`config.mk`:
```
export PLATFORM = sky130hd
export DESIGN_NAME = mul_reservation_station
export DESIGN_NICKNAME = d
export VERILOG_FILES = /design/src/rtl/mul_reservation_station.sv
export SDC_FILE = /design/constraint.sdc
export NUM_CORES = 1
export LEC_CHECK = 0
export CORE_MARGIN = 2
export CORE_UTILIZATION = 35
export DETAILED_ROUTE_END_ITERATION = 10
export PLACE_DENSITY = 0.62
export RECOVER_POWER = 50
export REMOVE_ABC_BUFFERS = 1
export SYNTH_ARGS = -nofsm -noshare
export SYNTH_HDL_FRONTEND = slang
export SYNTH_SLANG_ARGS = --single-unit
export TNS_END_PERCENT = 100
```
`constraint.sdc`:
```
create_clock -name clk_in -period 10.99 [get_ports clk_in]
set_clock_uncertainty 0.15 [all_clocks]
set_input_delay 2.198 -clock clk_in [delete_from_list [all_inputs] [get_ports clk_in]]
set_output_delay 2.198 -clock clk_in [all_outputs]
set_load 0.01 [all_outputs]
```
`src/rtl/mul_reservation_station.sv`:
```
`default_nettype none
// ============================================================================
// Module      : mul_reservation_station
// Description : Reservation station in front of the multiplier unit. Holds up
//               to RS_DEPTH dispatched multiplies, snoops the CDB for pending
//               source operands and issues operand-complete entries (lowest
//               index first) over the multiplier's valid/ready issue port.
// Ports       : clk_in, rst_n_in (sync, active-low), flush_in
//               dispatch_*      : dispatch request / ready handshake
//               rs1_* / rs2_*   : operand value, pending flag, producer tag
//               rob_ix_in       : destination ROB index
//               cdb_*           : common data bus broadcast
//               fu_ready_in     : multiplier idle
//               fu_*_out        : registered issue pulse, operands, ROB index
//               occupancy_out   : busy entry count
// Options     : MUL_RS_WAKEUP_BYPASS_EN - an entry completed by the current
//               CDB broadcast may issue in that same cycle, taking the
//               operand straight from cdb_data_in.
// Revision    : 1.0 - initial release
// ============================================================================
module mul_reservation_station #(
  parameter int ROB_IX   = 2,
  parameter int RS_DEPTH = 4
) (
  input  logic                          clk_in,
  input  logic                          rst_n_in,
  input  logic                          flush_in,
  input  logic                          dispatch_valid_in,
  output logic                          dispatch_ready_out,
  input  logic [31:0]                   rs1_val_in,
  input  logic [31:0]                   rs2_val_in,
  input  logic                          rs1_pend_in,
  input  logic                          rs2_pend_in,
  input  logic [ROB_IX:0]               rs1_tag_in,
  input  logic [ROB_IX:0]               rs2_tag_in,
  input  logic [ROB_IX:0]               rob_ix_in,
  input  logic                          cdb_valid_in,
  input  logic [ROB_IX:0]               cdb_rob_ix_in,
  input  logic [31:0]                   cdb_data_in,
  input  logic                          fu_ready_in,
  output logic                          fu_valid_out,
  output logic [31:0]                   fu_rval1_out,
  output logic [31:0]                   fu_rval2_out,
  output logic [ROB_IX:0]               fu_rob_ix_out,
  output logic [$clog2(RS_DEPTH+1)-1:0] occupancy_out
);

  localparam int c_TW = ROB_IX + 1;
  localparam int c_OW = $clog2(RS_DEPTH + 1);
  localparam int c_IW = (RS_DEPTH > 1) ? $clog2(RS_DEPTH) : 1;

  // Entry storage
  logic              r_busy [RS_DEPTH];
  logic              r_p1   [RS_DEPTH];
  logic              r_p2   [RS_DEPTH];
  logic [31:0]       r_v1   [RS_DEPTH];
  logic [31:0]       r_v2   [RS_DEPTH];
  logic [c_TW-1:0]   r_t1   [RS_DEPTH];
  logic [c_TW-1:0]   r_t2   [RS_DEPTH];
  logic [c_TW-1:0]   r_rob  [RS_DEPTH];

  logic [c_OW-1:0]   r_occ;
  logic              r_fu_valid;
  logic [31:0]       r_fu_v1;
  logic [31:0]       r_fu_v2;
  logic [c_TW-1:0]   r_fu_rob;

  logic [RS_DEPTH-1:0] w_hit1;
  logic [RS_DEPTH-1:0] w_hit2;
  logic [RS_DEPTH-1:0] w_elig;
  logic                w_sel_found;
  logic [c_IW-1:0]     w_sel_idx;
  logic [31:0]         w_iss_v1;
  logic [31:0]         w_iss_v2;
  logic [c_TW-1:0]     w_iss_rob;
  logic [c_IW-1:0]     w_free_idx;
  logic                w_issue;
  logic                w_disp;
  logic                w_cap1;
  logic                w_cap2;

  // Ready-to-dispatch comes from the registered count only, so a same-cycle
  // issue never makes room for a dispatch.
  assign dispatch_ready_out = (r_occ < c_OW'(RS_DEPTH));
  assign w_disp             = dispatch_valid_in && dispatch_ready_out;

  // Operand caught on the CDB in the very cycle it is dispatched
  assign w_cap1 = rs1_pend_in && cdb_valid_in && (cdb_rob_ix_in == rs1_tag_in);
  assign w_cap2 = rs2_pend_in && cdb_valid_in && (cdb_rob_ix_in == rs2_tag_in);

  always_comb begin
    w_hit1 = '0;
    w_hit2 = '0;
    w_elig = '0;
    for (int i = 0; i < RS_DEPTH; i++) begin
      w_hit1[i] = r_busy[i] && r_p1[i] && cdb_valid_in && (r_t1[i] == cdb_rob_ix_in);
      w_hit2[i] = r_busy[i] && r_p2[i] && cdb_valid_in && (r_t2[i] == cdb_rob_ix_in);
`ifdef MUL_RS_WAKEUP_BYPASS_EN
      w_elig[i] = r_busy[i] && (!r_p1[i] || w_hit1[i]) && (!r_p2[i] || w_hit2[i]);
`else
      w_elig[i] = r_busy[i] && !r_p1[i] && !r_p2[i];
`endif
    end
  end

  // Priority pick: walk downwards so the lowest index is the final winner.
  always_comb begin
    w_sel_found = 1'b0;
    w_sel_idx   = '0;
    w_iss_v1    = '0;
    w_iss_v2    = '0;
    w_iss_rob   = '0;
    w_free_idx  = '0;
    for (int i = RS_DEPTH - 1; i >= 0; i--) begin
      if (w_elig[i]) begin
        w_sel_found = 1'b1;
        w_sel_idx   = c_IW'(i);
`ifdef MUL_RS_WAKEUP_BYPASS_EN
        w_iss_v1    = w_hit1[i] ? cdb_data_in : r_v1[i];
        w_iss_v2    = w_hit2[i] ? cdb_data_in : r_v2[i];
`else
        w_iss_v1    = r_v1[i];
        w_iss_v2    = r_v2[i];
`endif
        w_iss_rob   = r_rob[i];
      end
      if (!r_busy[i]) begin
        w_free_idx = c_IW'(i);
      end
    end
  end

  // The registered valid blocks a second issue right after a pulse; this
  // covers the cycle before the multiplier drops its ready.
  assign w_issue = w_sel_found && fu_ready_in && !r_fu_valid;

  always_ff @(posedge clk_in) begin
    if (!rst_n_in) begin
      for (int i = 0; i < RS_DEPTH; i++) begin
        r_busy[i] <= 1'b0;
        r_p1[i]   <= 1'b0;
        r_p2[i]   <= 1'b0;
        r_v1[i]   <= '0;
        r_v2[i]   <= '0;
        r_t1[i]   <= '0;
        r_t2[i]   <= '0;
        r_rob[i]  <= '0;
      end
      r_occ      <= '0;
      r_fu_valid <= 1'b0;
      r_fu_v1    <= '0;
      r_fu_v2    <= '0;
      r_fu_rob   <= '0;
    end else if (flush_in) begin
      for (int i = 0; i < RS_DEPTH; i++) begin
        r_busy[i] <= 1'b0;
      end
      r_occ      <= '0;
      r_fu_valid <= 1'b0;
    end else begin
      for (int i = 0; i < RS_DEPTH; i++) begin
        if (w_hit1[i]) begin
          r_v1[i] <= cdb_data_in;
          r_p1[i] <= 1'b0;
        end
        if (w_hit2[i]) begin
          r_v2[i] <= cdb_data_in;
          r_p2[i] <= 1'b0;
        end
        if (w_issue && (w_sel_idx == c_IW'(i))) begin
          r_busy[i] <= 1'b0;
        end
        // The free slot is never the issuing one, so these cannot collide.
        if (w_disp && (w_free_idx == c_IW'(i))) begin
          r_busy[i] <= 1'b1;
          r_v1[i]   <= w_cap1 ? cdb_data_in : rs1_val_in;
          r_v2[i]   <= w_cap2 ? cdb_data_in : rs2_val_in;
          r_p1[i]   <= rs1_pend_in && !w_cap1;
          r_p2[i]   <= rs2_pend_in && !w_cap2;
          r_t1[i]   <= rs1_tag_in;
          r_t2[i]   <= rs2_tag_in;
          r_rob[i]  <= rob_ix_in;
        end
      end
      r_occ      <= r_occ + c_OW'(w_disp) - c_OW'(w_issue);
      r_fu_valid <= w_issue;
      if (w_issue) begin
        r_fu_v1  <= w_iss_v1;
        r_fu_v2  <= w_iss_v2;
        r_fu_rob <= w_iss_rob;
      end
    end
  end

  assign fu_valid_out  = r_fu_valid;
  assign fu_rval1_out  = r_fu_v1;
  assign fu_rval2_out  = r_fu_v2;
  assign fu_rob_ix_out = r_fu_rob;
  assign occupancy_out = r_occ;

endmodule
`default_nettype wire

```
==> results.md, run 1 <==
* First-pass GRT wire length at 84,600 um
* CTS Hold Bufs at 0
* Placed cells at 2,092
* Die X at 228 um
* Power Internal at 0.00248 W
* Seq/Total Area, Yosys at 59.9%
* Post-synth cell types at 52
* # DRC at 0
* Fillcell total at 4,581
* CTS tree: done
* Leakage at 7.43 nW
* Slowest stage cell on the critical path: clkbuf_1
* Critical Path AT at 7.10 ns
* Syn Std Cell Area at 17,500 um2
* Clock Pin Slew Worst Setup and Hold Paths at 0.06 ns
* Post-Syn Instances at 1,390
* CTS H-tree lvls at 2
* Die footprint at 51,800 um2
* FFs w/ async S/R, synth at 0%
* Routed WL per cell at 26.6 um
* CORE AREA at 49,200 um2
* Setup Viol. Count Final at 0
* Port bufs at 187
* RSZ-0062 raised after global routing: false
* DR iter-0 viols at 1,454
* Most frequent cells in the layout: 296 x edfxtp_1, 197 x nand3_1, 192 x a22o_1, 111 x clkdlybuf4s50_1, 78 x dfxtp_1
* Fmax achieved at 147 MHz
* Critical Path Max Stage Delay at 3.14 ns
* Most common cell after layout, fill and taps aside: edfxtp_1
* Worst Hold Class: flop to flop
* Number of synthesized flops with an enable pin at 296
* Via density at 6.17
* Fin cells at 2,169
* Clock latency on the worst-skew pair at 0.54 ns
* CP endpoint kind: flop
* Final wirelength at 57,700 um
* Synthesized flop and latch total at 375
* Worst Tran Pin Value at 4.46 ns
* Failing checks: max-capacitance violations, max-slew violations
* PwrDens at 155 nW/um2
* PostCTS Resize Cnt at 0
* Sw frac at 23.8%
* Crit path launch type: input port
* Remaining global-route overflow at 0
* GPL Wtd Cong at 0.883
* Seq pwr share at 49.6%
* Number of buffers created by CTS at 41
* Vias in the first global route at 13,400
* VDD IR max at 110 uV
* Layout Utilization at 42.7%
* Avg Synthesized Cell Area at 12.6 um2
* CP cell instances: dlygate4sd3_1 > inv_1 > nand2_1 > nor3_1 > clkbuf_1 > a32o_1
* Worst path required time at 11.30 ns
* Clock power frac at 41.4%
* Pin count of the biggest net entering global routing at 84
* Worst-path maximum fanout at 67
* Final hold vios at 0
* Setup CP Type: input port to flop
* Die Ht at 228 um
* Nets at 1,590
* CTS root buffer: clkbuf_16
* Initial Utilization at 35.6%
* Sink Count at 375
* FP Rows at 81
* Status: complete, but fails checks
* Psw at 0.000773 W
* Syn. warnings at 0
* DRT Pass-1 Iters at 5
* Post-detail-place hpwl at 32,700 um
* Clk buf depth at 3
* IO Pins at 188
* Top_reg_cell synth: edfxtp_1
* Worst relative slew slack at -198%
* Initial antenna violation count at 8
* DR vias at 13,400
* Postcts setup bufs at 0
* Area Overhead vs Synth at 20.2%
* Fraction of layout cells with a size suffix above 1 at 7.11%
* Tmin final at 6.79 ns
* Combinational Power Share at 9.0%
* Setup TNS at 0 ns
* Max Slew Vio Count at 364
* Crit share post-route at 61.8%
* Max-cap violations at 8
* Total GRT Usage at 22.0%
* Post-DRT Antenna Nets at 0
[power by group through the flow]
stage          registers [W]  logic, W  clock network, W
5_1_grt              0.00162  0.000312           0.00142
3_3_place_gp         0.00164  0.000293                 0
3_5_place_dp         0.00164  0.000296                 0
6_report             0.00161  0.000293           0.00135
2_1_floorplan        0.00164  0.000130                 0
4_1_cts              0.00161  0.000298           0.00136
[layout make-up]
class                      count  area [um2]  share of cell area [%]
tap                          664         831                    3.95
inverter                      13        48.8                   0.232
antenna                        1        2.50                  0.0119
clock buffer                  61        1160                    5.54
multi-input combinational    821        6290                    29.9
sequential                   375       10500                    49.8
clock inverter                15         121                   0.578
timing repair buffer         219        2080                    9.91
[layer usage]
layer | global-route usage (%) | share of wire [%] | vias to the layer above
met5 | 0 | 0.15 | -
met4 | 8.60 | 3.4 | 14
met3 | 4.04 | 9.4 | 124
met2 | 35.1 | 47 | 715
met1 | 29.7 | 40 | 6673
li1 | - | - | 5850
[logic make-up (layout without fill, tap and decap cells)]
group | after synthesis | count (layout) | synth area share, %
AOI/OAI and AO/OA | 423 | 423 | 21.9
xor gates and xnor gates | 32 | 32 | 1.60
adders and majority gates | 3 | 3 | 0.258
buffers and inverters | 194 | 308 | 4.80
DFF | 375 | 375 | 59.9
other | 0 | 1 | 0
and+or+nand+nor | 363 | 363 | 11.5
[critical path, delay by kind of cell]
family,cells,cell delay (ns)
simple gates,2,0.37
compound gates,1,0.47
buf+inv,3,3.96
[per-stage QoR]
| stage | hold WS (ns) | cell area, um2 | total power [W] | setup slack [ns] |
|---|---|---|---|---|
| global placement | 0.303 | 19800 | 0.00193 | 5.62 |
| floorplan | 0.306 | 16700 | 0.00177 | 2.92 |
| finish | 0.309 | 21000 | 0.00325 | 4.20 |
| CTS | 0.318 | 21100 | 0.00327 | 6.11 |
| global route | 0.327 | 21000 | 0.00335 | 4.04 |
| detailed placement | 0.303 | 19800 | 0.00194 | 5.56 |
[state kept, by name (all words and copies together) (netlist names)]
name / count
r_v1: 128
r_t1: 12
fu_rval2_out: 32
r_rob: 12
r_v2: 128
occupancy_out: 3
fu_rob_ix_out: 3
fu_rval1_out: 32
r_busy: 4
r_t2: 12
fu_valid_out: 1
r_p2: 4
r_p1: 4
[synthesized netlist by cell type, types with 2 or more instances]
cell / instances / area [um2]
a21oi_1: 2 / 10.0
a221o_1: 67 / 671
a22o_1: 192 / 1680
a31o_2: 3 / 26.3
a32o_1: 67 / 671
and2_1: 40 / 250
and3_1: 2 / 12.5
and4_1: 3 / 26.3
buf_1: 17 / 63.8
buf_2: 62 / 310
buf_6: 4 / 45.0
clkbuf_1: 97 / 364
dfxtp_1: 79 / 1580
edfxtp_1: 296 / 8890
ha_1: 2 / 25.0
inv_1: 13 / 48.8
nand2_1: 12 / 45.0
nand2b_1: 2 / 12.5
nand3_1: 197 / 986
nand4_1: 71 / 444
nand4b_1: 2 / 17.5
nor2_1: 14 / 52.6
nor2b_1: 2 / 12.5
nor3b_1: 3 / 22.5
nor4_2: 3 / 37.5
o21ai_0: 5 / 25.0
o22a_1: 67 / 587
o22ai_1: 6 / 37.5
o22ai_2: 2 / 25.0
o311ai_0: 2 / 17.5
o31a_1: 2 / 17.5
or2_1: 3 / 18.8
or3b_1: 2 / 17.5
xnor2_1: 24 / 210
xor2_1: 8 / 70.1
[path summary, 6_finish.rpt]
kind	startpoint	end	slack, ns	cells past startpoint
worst max-delay path	flush_in	fu_rval1_out[8]	4.20	6
worst max register to register	r_busy[1]	fu_rval1_out[8]	5.58	5
worst min-delay path	fu_rval1_out[18]	fu_rval1_out[18]	0.31	1
worst min register to register	fu_rval1_out[18]	fu_rval1_out[18]	0.31	1
Power figures use the tool's default switching activity.
==> run 2: changes to the inputs <==
- clock period: 10.99 -> 6.9 ns (I/O delays scaled with it)
==> run 2 against run 1 <==
Compared with the run above:
- the run still ends with max-capacitance violations, max-slew violations left
- sequential power up 60%
- via count up 0.86%
- design area about the same
- worst setup slack lost 2.7 ns
- total power increased by 59%
- largest cell class unchanged
==> results.md, run 2 (synthesis results as in run 1) <==
* Tmin final at 5.42 ns
* Sw frac at 23.9% (+0.14 points)
* PwrDens at 246 nW/um2 (+59%)
* Most common cell after layout, fill and taps aside: edfxtp_1
* Routed WL per cell at 26.2 um (-1.4%)
* Total GRT Usage at 21.7% (-0.28 points)
* DR iter-0 viols at 1,486 (+2.2%)
* Pin count of the biggest net entering global routing at 131 (+56%)
* Worst-path maximum fanout at 65 (-3.0%)
* DR WL met3 at 6020 um (+11%)
* Crit share post-route at 78.6%
* Crit path launch type: input port
* First-pass GRT wire length at 84,100 um (-0.56%)
* Worst Tran Pin Value at 3.70 ns (-0.761 ns)
* Fmax achieved at 184 MHz
* Worst path required time at 7.15 ns (-4.15 ns)
* Area Overhead vs Synth at 20.2% (about the same)
* IO Pins at 188 (unchanged)
* CTS tree: done
* Slowest stage cell on the critical path: clkbuf_1
* DR top layer: met5
* RSZ-0062 raised after global routing: false
* Clock latency on the worst-skew pair at 0.56 ns (+0.02 ns)
* Die Ht at 228 um (unchanged)
* CP cell instances: dlygate4sd3_1 > nand4bb_1 > a21o_2 > clkbuf_1 > nand4_1 > nand3_1
* Setup TNS at 0 ns (unchanged)
* DR vias at 13,500 (+0.86%)
* Psw at 0.00123 W (+60%)
* Post-DRT Antenna Nets at 0 (unchanged)
* GPL Wtd Cong at 0.907 (+2.7%)
* Power Internal at 0.00393 W (+58%)
* Critical Path AT at 5.68 ns (-1.42 ns)
* Clk buf depth at 3 (unchanged)
* Final hold vios at 0 (unchanged)
* Clock Pin Slew Worst Setup and Hold Paths at 0.06 ns (about the same)
* Combinational Power Share at 9.1% (about the same)
* Setup Viol. Count Final at 0 (unchanged)
* Most frequent cells in the layout: 296 x edfxtp_1, 197 x nand3_1, 192 x a22o_1, 111 x clkdlybuf4s50_1, 79 x dfxtp_1
* Leakage at 7.44 nW (+0.12%)
* DRT Pass-1 Iters at 7 (+2)
* Flop-to-flop setup slack at 2.65 ns (-2.93 ns)
* Vias in the first global route at 12,900 (-3.2%)
* Critical Path Max Stage Delay at 2.57 ns (-0.57 ns)
* FP Rows at 81 (unchanged)
* Fraction of layout cells with a size suffix above 1 at 7.45% (+0.34 points)
* Fillcell total at 4,513 (-1.5%)
* Worst Hold Class: flop to flop
* Via density at 6.22 (+0.86%)
* Max Slew Vio Count at 279 (-23%)
* Min setup slack post-route at 1.48 ns (-2.73 ns)
* Setup WS pre-CTS at 2.03 ns (-3.53 ns)
* Registers with the most flip-flops: r_v1 x128, r_v2 x128
* PostCTS Resize Cnt at 0 (unchanged)
* Worst hold margin at 0.310 ns (+0.00140 ns)
* Die X at 228 um (unchanged)
* Sink Count at 375 (unchanged)
* Post-detail-place hpwl at 32,700 um (about the same)
* Failing checks: max-capacitance violations, max-slew violations
* Postcts setup bufs at 0 (unchanged)
* CTS Hold Bufs at 0 (unchanged)
* Initial Utilization at 35.6% (unchanged)
* Clock power frac at 41.1% (-0.3 points)
* Met2 WL at 26,600 um (-1.3%)
* Die footprint at 51,800 um2 (unchanged)
* Status: complete, but fails checks
* Setup CP Type: input port to flop
* Final wirelength at 56,900 um (-1.4%)
* Met1 wire length at 22,600 um (-2.9%)
* Port bufs at 187 (unchanged)
* Remaining global-route overflow at 0 (unchanged)
* Number of buffers created by CTS at 40 (-2.4%)
* Nets at 1,591 (+0.063%)
* CTS H-tree lvls at 2 (unchanged)
* CTS root buffer: clkbuf_16
* CP endpoint kind: flop
* Initial antenna violation count at 9 (+1)
* Worst relative slew slack at -147% (+51 points)
* CORE AREA at 49,200 um2 (unchanged)
* Max-cap violations at 7 (-1)
* # DRC at 0 (unchanged)
* VDD IR max at 176 uV (+61%)
* Seq pwr share at 49.7% (about the same)
==> run 2: changes by cell type in the layout (fill, tap and decap cells not counted), moves of 3 or more <==
cell / previous run / this run
clkinv_1: 8 / 5
clkinv_2: 3 / 6
and2_0: 15 / 18
and2_1: 24 / 21
clkbuf_1: 24 / 18
clkbuf_16: 43 / 40
buf_4: 24 / 27
==> run 2: area by class of cell <==
type	count	area, um2	area share [%]
clock buffer	56	1090	5.19
clock inverter	17	171	0.816
inverter	13	48.8	0.232
sequential	375	10500	49.8
tap	664	831	3.95
timing repair buffer	221	2120	10.1
antenna	2	5.00	0.0238
multi-input combinational	821	6280	29.9
==> run 2: worst max-delay path: cells and delay by family <==
family	cells	cell delay, ns
simple gates	3	0.81
buf+inv	2	3.28
compound gates	1	0.13
==> run 2: path summary, 6_finish.rpt <==
kind / from / to / cells after the start
max: flush_in / r_v2[0][31] / 6
min: fu_rval1_out[18] / fu_rval1_out[18] / 1
max reg2reg: r_busy[1] / r_v2[0][31] / 5
min reg2reg: fu_rval1_out[18] / fu_rval1_out[18] / 1
==> run 2: routing by layer <==
layer / track usage (%) / vias to the layer above
met5: 0 / -
met4: 7.08 / 14
met3: 6.25 / 112
met2: 34.7 / 725
met1: 28.4 / 6783
li1: - / 5857
==> run 2: power by group through the flow <==
stage	Combinational (W)	Clock, W	Sequential, W
floorplan	0.000207	0	0.00261
global placement	0.000473	0	0.00261
detailed placement	0.000477	0	0.00261
CTS	0.000479	0.00215	0.00257
global route	0.000503	0.00225	0.00258
finish	0.000471	0.00212	0.00257
==> run 2: metrics by stage <==
| stage | power, W | utilization, % | cell area, um2 | std cells |
|---|---|---|---|---|
| after floorplan | 0.00282 | - | 16700 | 1209 |
| after global placement | 0.00308 | 40.3 | 19800 | 2094 |
| after detailed placement | 0.00309 | 40.3 | 19800 | 2094 |
| after CTS | 0.00519 | 42.9 | 21100 | 2167 |
| after global routing | 0.00532 | 42.7 | 21000 | 2168 |
| final | 0.00516 | 42.8 | 21000 | 2169 |
